<file path="src/rtl/dma_arbiter_if.sv">
// dma_arbiter_if: DMA bus-mastership handshake bundle.
//   slave  modport: arbiter side (takes requests/strobe/cpu_busy, drives grant/hold/status)
//   master modport: requester/CPU side (the opposite directions)
// Signals: dma_req[NREQ], dma_gnt[NREQ], dma_stb, cpu_busy, cpu_hold, bus_master,
//          tmo_err, tmo_src[3]
interface dma_arbiter_if #(
  parameter int unsigned NREQ = 4
);
  logic [NREQ-1:0] dma_req;
  logic [NREQ-1:0] dma_gnt;
  logic            dma_stb;
  logic            cpu_busy;
  logic            cpu_hold;
  logic            bus_master;
  logic            tmo_err;
  logic [2:0]      tmo_src;

  modport slave (
    input  dma_req, dma_stb, cpu_busy,
    output dma_gnt, cpu_hold, bus_master, tmo_err, tmo_src
  );

  modport master (
    output dma_req, dma_stb, cpu_busy,
    input  dma_gnt, cpu_hold, bus_master, tmo_err, tmo_src
  );
endinterface

</file>
<file path="src/rtl/dma_arbiter.sv">
// dma_arbiter: shares the single DMA port between NREQ requesters (index 0 = console).
// Stalls the CPU at a bus-cycle boundary, grants one requester at a time, leaves the
// CPU at least CPU_GAP cycles between grants, and revokes a grant whose master stops
// strobing for TMO cycles (revoked master stays masked until it drops its request).
// Ports:
//   clk_p     system clock
//   sys_init  synchronous active-high reset
//   bus       dma_arbiter_if.slave: dma_req/dma_stb/cpu_busy in;
//             dma_gnt/cpu_hold/bus_master/tmo_err/tmo_src out (all registered)
// Configuration: define DMA_RR_EN for round-robin arbitration; default is fixed
// priority with index 0 highest.
module dma_arbiter #(
  parameter int unsigned NREQ    = 4,
  parameter int unsigned TMO     = 1024,
  parameter int unsigned CPU_GAP = 2
) (
  input  logic         clk_p,
  input  logic         sys_init,
  dma_arbiter_if.slave bus
);

  localparam int unsigned IW = 3;
  localparam int unsigned SW = IW + 1;
  localparam int unsigned CW = $clog2(TMO + 1);
  localparam int unsigned GW = (CPU_GAP > 1) ? $clog2(CPU_GAP) : 1;

  typedef enum logic [1:0] {
    S_IDLE,
    S_HOLD,
    S_GRANT,
    S_RELEASE
  } state_e;

  state_e          state_q, state_d;
  logic [IW-1:0]   owner_q, owner_d;
  logic [NREQ-1:0] mask_q, mask_d;
  logic [CW-1:0]   wdog_q, wdog_d;
  logic [GW-1:0]   gap_q, gap_d;
  logic [NREQ-1:0] gnt_q, gnt_d;
  logic            hold_q, hold_d;
  logic            bm_q, bm_d;
  logic            err_q, err_d;
  logic [IW-1:0]   src_q, src_d;

  logic [NREQ-1:0] cand_c;
  logic [NREQ-1:0] own_bit_c;
  logic [IW-1:0]   win_c;
  logic            any_c;
  logic            own_req_c;

  assign cand_c    = bus.dma_req & ~mask_q;
  assign any_c     = |cand_c;
  assign own_bit_c = NREQ'(1) << owner_q;
  assign own_req_c = |(bus.dma_req & own_bit_c);

`ifdef DMA_RR_EN
  logic [IW-1:0]   ptr_q, ptr_d;
  logic [NREQ-1:0] rot_c;
  logic [IW-1:0]   off_c;
  logic [SW-1:0]   sum_c;

  // Rotate candidates so bit 0 is the pointer position, then find the first hit.
  assign rot_c = NREQ'({cand_c, cand_c} >> ptr_q);

  always_comb begin
    off_c = '0;
    for (int i = int'(NREQ) - 1; i >= 0; i--) begin
      if (rot_c[i]) off_c = IW'(i);
    end
  end

  assign sum_c = {1'b0, ptr_q} + {1'b0, off_c};
  assign win_c = (sum_c >= SW'(NREQ)) ? IW'(sum_c - SW'(NREQ)) : IW'(sum_c);

  // Pointer moves past the owner on each entry to GRANT.
  always_comb begin
    ptr_d = ptr_q;
    if (state_q == S_HOLD && !bus.cpu_busy) begin
      ptr_d = (owner_q == IW'(NREQ - 1)) ? '0 : owner_q + IW'(1);
    end
  end

  always_ff @(posedge clk_p) begin
    if (sys_init) ptr_q <= '0;
    else          ptr_q <= ptr_d;
  end
`else
  // Fixed priority: downward scan so the lowest index is assigned last.
  always_comb begin
    win_c = '0;
    for (int i = int'(NREQ) - 1; i >= 0; i--) begin
      if (cand_c[i]) win_c = IW'(i);
    end
  end
`endif

  // Next-state and registered-output logic.
  always_comb begin
    state_d = state_q;
    owner_d = owner_q;
    mask_d  = mask_q & bus.dma_req;
    wdog_d  = wdog_q;
    gap_d   = gap_q;
    gnt_d   = gnt_q;
    hold_d  = hold_q;
    bm_d    = bm_q;
    err_d   = 1'b0;
    src_d   = src_q;

    unique case (state_q)
      S_IDLE: begin
        if (any_c) begin
          owner_d = win_c;
          hold_d  = 1'b1;
          state_d = S_HOLD;
        end
      end

      S_HOLD: begin
        if (!bus.cpu_busy) begin
          gnt_d   = own_bit_c;
          bm_d    = 1'b1;
          wdog_d  = '0;
          state_d = S_GRANT;
        end
      end

      S_GRANT: begin
        wdog_d = bus.dma_stb ? '0 : wdog_q + CW'(1);
        // Request drop wins over a coincident timeout.
        if (!own_req_c) begin
          gnt_d   = '0;
          state_d = S_RELEASE;
        end else if (!bus.dma_stb && wdog_q == CW'(TMO - 1)) begin
          gnt_d   = '0;
          err_d   = 1'b1;
          src_d   = owner_q;
          mask_d  = (mask_q & bus.dma_req) | own_bit_c;
          state_d = S_RELEASE;
        end
      end

      S_RELEASE: begin
        // First cycle hands the bus back to the CPU; then the gap runs down.
        if (hold_q) begin
          hold_d = 1'b0;
          bm_d   = 1'b0;
          gap_d  = GW'(CPU_GAP - 1);
        end else if (gap_q == '0) begin
          state_d = S_IDLE;
        end else begin
          gap_d = gap_q - GW'(1);
        end
      end

      default: state_d = S_IDLE;
    endcase
  end

  always_ff @(posedge clk_p) begin
    if (sys_init) begin
      state_q <= S_IDLE;
      owner_q <= '0;
      mask_q  <= '0;
      wdog_q  <= '0;
      gap_q   <= '0;
      gnt_q   <= '0;
      hold_q  <= 1'b0;
      bm_q    <= 1'b0;
      err_q   <= 1'b0;
      src_q   <= '0;
    end else begin
      state_q <= state_d;
      owner_q <= owner_d;
      mask_q  <= mask_d;
      wdog_q  <= wdog_d;
      gap_q   <= gap_d;
      gnt_q   <= gnt_d;
      hold_q  <= hold_d;
      bm_q    <= bm_d;
      err_q   <= err_d;
      src_q   <= src_d;
    end
  end

  assign bus.dma_gnt    = gnt_q;
  assign bus.cpu_hold   = hold_q;
  assign bus.bus_master = bm_q;
  assign bus.tmo_err    = err_q;
  assign bus.tmo_src    = src_q;

endmodule

</file>
<file path="src/flat_wrapper.sv">
// flat-port wrapper written by rule: the top's interface ports become plain ports
module dma_arbiter_flat 
#(
  parameter int unsigned NREQ    = 4,
  parameter int unsigned TMO     = 1024,
  parameter int unsigned CPU_GAP = 2
)
  (clk_p, sys_init, bus_dma_req, bus_dma_stb, bus_cpu_busy, bus_dma_gnt, bus_cpu_hold, bus_bus_master, bus_tmo_err, bus_tmo_src);
  dma_arbiter_if #(.NREQ(NREQ)) bus_i ();
  input  logic clk_p;
  input  logic sys_init;
  input wire logic [$bits(bus_i.dma_req)-1:0] bus_dma_req;
  input wire logic [$bits(bus_i.dma_stb)-1:0] bus_dma_stb;
  input wire logic [$bits(bus_i.cpu_busy)-1:0] bus_cpu_busy;
  output wire logic [$bits(bus_i.dma_gnt)-1:0] bus_dma_gnt;
  output wire logic [$bits(bus_i.cpu_hold)-1:0] bus_cpu_hold;
  output wire logic [$bits(bus_i.bus_master)-1:0] bus_bus_master;
  output wire logic [$bits(bus_i.tmo_err)-1:0] bus_tmo_err;
  output wire logic [$bits(bus_i.tmo_src)-1:0] bus_tmo_src;
  assign bus_i.dma_req = bus_dma_req;
  assign bus_i.dma_stb = bus_dma_stb;
  assign bus_i.cpu_busy = bus_cpu_busy;
  assign bus_dma_gnt = bus_i.dma_gnt;
  assign bus_cpu_hold = bus_i.cpu_hold;
  assign bus_bus_master = bus_i.bus_master;
  assign bus_tmo_err = bus_i.tmo_err;
  assign bus_tmo_src = bus_i.tmo_src;
  dma_arbiter #(.NREQ(NREQ), .TMO(TMO), .CPU_GAP(CPU_GAP)) u_core (.clk_p(clk_p), .sys_init(sys_init), .bus(bus_i));
endmodule
</file>
<file path="config.mk">
export PLATFORM = sky130hd
export DESIGN_NAME = dma_arbiter_flat
export DESIGN_NICKNAME = d
export VERILOG_FILES = /design/src/rtl/dma_arbiter_if.sv /design/src/rtl/dma_arbiter.sv /design/src/flat_wrapper.sv
export SDC_FILE = /design/constraint.sdc
export NUM_CORES = 1
export LEC_CHECK = 0
export CAP_MARGIN = 10
export CORE_MARGIN = 4
export CORE_UTILIZATION = 55
export CTS_BUF_LIST = sky130_fd_sc_hd__clkbuf_16
export CTS_CLUSTER_DIAMETER = 100
export DETAILED_ROUTE_END_ITERATION = 10
export PLACE_DENSITY = 0.89
export SLEW_MARGIN = 20
export SYNTH_ARGS = -nofsm -noshare
export SYNTH_HDL_FRONTEND = slang
export SYNTH_SLANG_ARGS = --single-unit
export TNS_END_PERCENT = 10
</file>
<file path="constraint.sdc">
create_clock -name clk_p -period 2.6 [get_ports clk_p]
set_input_delay 0.39 -clock clk_p [delete_from_list [all_inputs] [get_ports clk_p]]
set_output_delay 0.39 -clock clk_p [all_outputs]
set_load 0.01 [all_outputs]
</file>
==> metrics.txt, run 1 <==
Synth async-reset ratio 0; Die Area 0.00359 mm^2; Max clock buf depth 2; relative slew slack 0.528; number of synthesized register bits 29; post-synthesis sequential area ratio 0.391; RSZ-0062 raised after global routing false; Post-synth top cells dfxtp_1 (29), nor2_1 (24), nand2_1 (13); Critical Path Start Type register; crit path max fanout 13; reg2reg start u_core.state_q[0]; die width 59.9 um; initial antenna violation count 0; Final Cell Area 0.00178 mm^2; Initial Util 0.588; drt via density 5.83; max-capacitance violation count 0; number of fill cells in the layout 203; pins over their slew limit 0; Layout area overhead 20.2%; crit path kind reg2reg; pin count of the biggest net entering global routing 21; worst-margin pin slew 0.706 ns; Hold Slack 0.496 ns; Final Routed Wirelength 3.24 mm; worst hold-check path type reg2reg; CTS clock-pin slew for the worst setup and hold paths 0.05 ns; top cell type's share of synthesized area 0.391; number of buffers created by CTS 5; Post-Route Utilization 0.707; CP Data Required Time 2.76 ns; All-Layer GR Usage 0.213; most common cell in the netlist dfxtp_1; Post-CTS Setup Repair Bufs 0; Clk Latency, worst-skew pair 0.27 ns; Hold Path Origin u_core.bus.dma_gnt[1]; Row Count 18; Synth Area per Inst 8.63 um^2; DP Wirelength 2.41 mm; vias in the first global route 1297; Worst Setup End Kind register; EDFF count, synth 0; Final Hold Fails 0; synth warn 0; Top Ports 18; gr ovfl total 0; Worst Path Arrival 2.07 ns; static leakage power 0.694 nW; clock sink total 29; fmax 525 MHz; share of cells above drive strength 1 0.0684; critical path startpoint u_core.state_q[0]; I/O Buffers 16; Syn Inst Count 172; setup TNS 0 ns; Final period util 0.732; number of DRC markers in iteration 0 51; H-tree levels 2; Tmin final 1.90 ns; pre-CTS WS 0.673 ns; antenna cells 0; first-pass GRT wire length 5.66 mm; Final ANT Viol Nets 0; Post-Syn Nets 185; Setup Viol. Count Final 0; Worst IR Drop VDD 0.732 mV; via count 1282; PD cells 858 mW/mm^2; WL/cell 14.7 um; post-synthesis cell area 0.00148 mm^2; DRT Pass-1 Iters 4; Remaining DRCs 0; CTS tree built; Cell variety after synth 37; Worst Skew 0.00405 ns; nets 202; placed inst area 0.00165 mm^2; cts repair resizes 0; CORE AREA 0.00252 mm^2; status finished clean; Die Y 59.9 um; gp weighted congestion 0.891; Final Worst Setup Slack 0.696 ns; CTS hold repair buffers 0; Area contributors post-synth dfxtp_1 (39%), mux2i_1 (6.1%), nor2_1 (6.1%); Yosys top cell by area dfxtp_1; dominant synthesized flop cell dfxtp_1; root buffer cell clkbuf_16
[sequential cells by signal, summed over array words and instances, names as in the netlist]
register	cells
u_core.wdog_q	11
u_core.bus.dma_gnt	4
u_core.mask_q	4
u_core.bus.tmo_src	2
u_core.owner_q	2
u_core.state_q	2
u_core.bus.bus_master	1
u_core.bus.cpu_hold	1
u_core.bus.tmo_err	1
u_core.gap_q	1
[stage by stage]
| step | cells | total power [mW] |
|---|---|---|
| after CTS | 220 | 1.55 |
| after detailed placement | 212 | 1.01 |
| final | 220 | 1.53 |
| after global routing | 220 | 1.63 |
| after global placement | 212 | 0.984 |
| after floorplan | 172 | 0.886 |
[final timing paths]
path | slack [ns] | to | cells after the start
worst max register to register | 0.70 | u_core.wdog_q[3] | 6
worst min-delay path | 0.50 | u_core.bus.dma_gnt[1] | 2
worst min register to register | 0.50 | u_core.bus.dma_gnt[1] | 2
worst max-delay path | 0.70 | u_core.wdog_q[3] | 6
[critical path, cell delays in order, from the launching register on]
cell	delay, ns
dfxtp_1	0.39
inv_1	0.08
ha_1	0.35
o21ai_0	0.59
nor2_1	0.15
xnor2_1	0.18
nor2_1	0.05
[logic make-up (layout without fill, tap and decap cells)]
group	count (synthesis)	after routing	share of synthesized area
other	1	1	0.00253
DFF	29	29	0.391
adders and majority gates	5	5	0.0422
AOI/OAI and AO/OA	31	31	0.141
buffers and inverters	13	31	0.0438
muxes	11	11	0.0793
xor gates and xnor gates	6	6	0.0354
and+or+nand+nor	76	76	0.265
[layout make-up]
cell class              instances  area, um^2  area share
repair buffers                 17         168      0.0940
inverters                       6        22.5      0.0126
clock buffers                   5         125      0.0701
well taps                      30        37.5      0.0210
multi-input cells             130         838       0.470
clock inverters                 3        12.5     0.00701
flip-flops and latches         29         581       0.325
[metal layers]
layer	up-vias	track usage	routed length, um	share of wire
met1	614	0.242	1390	0.43
met5	-	0	0	0
met3	6	0.0778	151	0.047
met4	0	0.101	40	0.012
li1	634	-	-	-
met2	28	0.352	1660	0.51
[layout by cell type, fill, tap and decap left out, types with 2 or more instances in the layout]
cell type,n
nor3_1,8
nand2_1,13
ha_1,5
dfxtp_1,29
clkinv_1,2
nand2b_1,9
a21o_1,2
nor2_1,24
xnor2_1,4
nor2b_1,2
nand4_1,4
clkbuf_16,5
and2_1,3
mux2i_2,2
inv_1,6
nor3b_1,3
and4_1,4
nand3_1,2
clkdlybuf4s50_1,16
mux2i_1,9
and3_1,2
a21oi_1,9
o21ai_0,5
a31oi_1,7
xor2_1,2
[report_power, final]
group          switching (mW)  total [mW]  internal (mW)
combinational           0.257       0.456          0.199
clock                   0.181       0.525          0.344
sequential             0.0576       0.550          0.492
Note: power is estimated with default switching activity, not from simulation.
==> run 2: changes to the inputs <==
--- a/config.mk
+++ b/config.mk
@@ -7,11 +7,11 @@
 export LEC_CHECK = 0
 export CAP_MARGIN = 10
 export CORE_MARGIN = 4
-export CORE_UTILIZATION = 55
+export CORE_UTILIZATION = 54
 export CTS_BUF_LIST = sky130_fd_sc_hd__clkbuf_16
 export CTS_CLUSTER_DIAMETER = 100
 export DETAILED_ROUTE_END_ITERATION = 10
-export PLACE_DENSITY = 0.89
+export PLACE_DENSITY = 0.88
 export SLEW_MARGIN = 20
 export SYNTH_ARGS = -nofsm -noshare
 export SYNTH_HDL_FRONTEND = slang
==> constraint.sdc (replaced) <==
create_clock -name clk_p -period 1.8 [get_ports clk_p]
set_input_delay 0.27 -clock clk_p [delete_from_list [all_inputs] [get_ports clk_p]]
set_output_delay 0.27 -clock clk_p [all_outputs]
set_load 0.01 [all_outputs]
==> metrics.txt, run 2 (synthesized netlist as in run 1, its figures left out) <==
status finished clean; H-tree levels 2; worst-margin pin slew 0.545 ns; max reg flops 11; fin cells 224; Die Y 60.4 um; Layout area overhead 22.8%; commonest non-fill, non-tap cell in the layout dfxtp_1; Switch Pwr 723 uW; register area 582 um^2; Initial Util 0.583; initial antenna violation count 0; DP Wirelength 2.39 mm; number of DRC markers in iteration 0 33; Worst Skew 0.00402 ns; Worst Path Arrival 1.83 ns; gp weighted congestion 0.827; Hold Slack 0.492 ns; reg2reg start u_core.state_q[1]; WL/cell 14.3 um; pin count of the biggest net entering global routing 17; pins over their slew limit 0; share of cells above drive strength 1 0.103; CORE AREA 0.00254 mm^2; Final Cell Area 0.00182 mm^2; Hold Path Origin u_core.bus.tmo_src[1]; drt via density 5.70; critical path startpoint u_core.state_q[1]; Comb pwr share 0.309; first-pass GRT wire length 5.46 mm; cts repair resizes 0; Max clock buf depth 2; Tmin final 1.69 ns; number of buffers created by CTS 5; Die Area 0.00365 mm^2; placed inst area 0.00168 mm^2; CP Data Required Time 1.94 ns; CTS tree built; static leakage power 0.719 nW; worst hold-check path type reg2reg; Critical Path Start Type register; Largest Register u_core.wdog_q; PD cells 1240 mW/mm^2; antenna cells 0; CTS hold repair buffers 0; Final period util 0.941; Worst IR Drop VDD 1.47 mV; crit path max fanout 5; CP max stage delay 0.39 ns; multi-input gate area in the final layout 843 um^2; Final Routed Wirelength 3.20 mm; clock sink total 29; Top Ports 18; sequential share of power 0.349; Net Sw Frac 0.321; Worst Setup End Kind register; Post-CTS Setup Repair Bufs 0; relative slew slack 0.635; number of fill cells in the layout 216; nets 206; RSZ-0062 raised after global routing false; Setup Viol. Count Final 0; Final Hold Fails 0; vias in the first global route 1271; Row Count 18; Pint 1.53 mW; cell mode on critical path nand2_1; CTS clock-pin slew for the worst setup and hold paths 0.05 ns; All-Layer GR Usage 0.205; via count 1276; crit path kind reg2reg; most frequent cells in the layout dfxtp_1 (28), nor2_1 (24), clkdlybuf4s50_1 (16), nand2_1 (13); gr ovfl total 0; fmax 591 MHz; Remaining DRCs 0; Post-Route Utilization 0.716; max-capacitance violation count 0; Final ANT Viol Nets 0; setup TNS 0 ns; worst-path cell with the longest stage delay dfxtp_1; I/O Buffers 16; dpl cells 216; CP cell instances inv_1 -> ha_1 -> nand2_1 -> buf_4 -> nand2_1 -> a21oi_4 -> mux2i_1 -> nor2_1; root buffer cell clkbuf_16; clock network power share 0.341; reg2reg path depth 8; DRT Pass-1 Iters 4; Clk Latency, worst-skew pair 0.27 ns; hold path depth 2; die width 60.4 um
## run 2: cell types whose count changed in the layout (fill, tap and decap cells not counted)
cell / before / now
dfxtp_1: 29 / 28
clkinv_1: 2 / 0
inv_1: 6 / 7
and3_4: 0 / 1
buf_4: 1 / 5
and3_1: 2 / 1
dfxtp_2: 0 / 1
clkinv_2: 1 / 2
## run 2: area by class of cell
| class | instances | share of cell area |
|---|---|---|
| clock buffers | 5 | 0.0687 |
| multi-input cells | 130 | 0.463 |
| flip-flops and latches | 29 | 0.319 |
| repair buffers | 21 | 0.109 |
| well taps | 30 | 0.0206 |
| clock inverters | 3 | 0.00755 |
| inverters | 6 | 0.0124 |
## run 2: path summary, 6_finish.rpt
kind	to	slack, ns
setup / recovery	u_core.bus.dma_gnt[3]	0.11
hold / removal	u_core.bus.tmo_src[1]	0.49
setup reg to reg	u_core.bus.dma_gnt[3]	0.11
hold reg to reg	u_core.bus.tmo_src[1]	0.49
## run 2: layer usage
layer	vias to the layer above	wire length (um)	track usage
met5	-	0	0
li1	636	-	-
met2	24	1640	0.373
met1	610	1350	0.212
met4	0	49	0.0836
met3	6	151	0.0745
## run 2: stage by stage
stage / setup slack (ns) / power (mW)
finish: 0.107 / 2.25
global route: 0.00837 / 2.39
CTS: 0.0509 / 2.27
detailed placement: 0.0339 / 1.49
global placement: 0.109 / 1.46
floorplan: 0.197 / 1.28
## run 2: power by group through the flow
stage          sequential [mW]  clock, mW  combinational (mW)
4_1_cts                  0.784      0.790               0.699
6_report                 0.787      0.769               0.697
5_1_grt                  0.796      0.831               0.765
3_3_place_gp             0.791          0               0.670
2_1_floorplan            0.778          0               0.503
3_5_place_dp             0.797          0               0.692
## run 2: critical path, delay by kind of cell, from the launching register on
family | cells | cell delay [ns]
buf+inv | 2 | 0.22
fa+ha+maj | 1 | 0.23
mux | 1 | 0.25
simple gates | 3 | 0.27
compound gates | 1 | 0.20
flops | 1 | 0.39
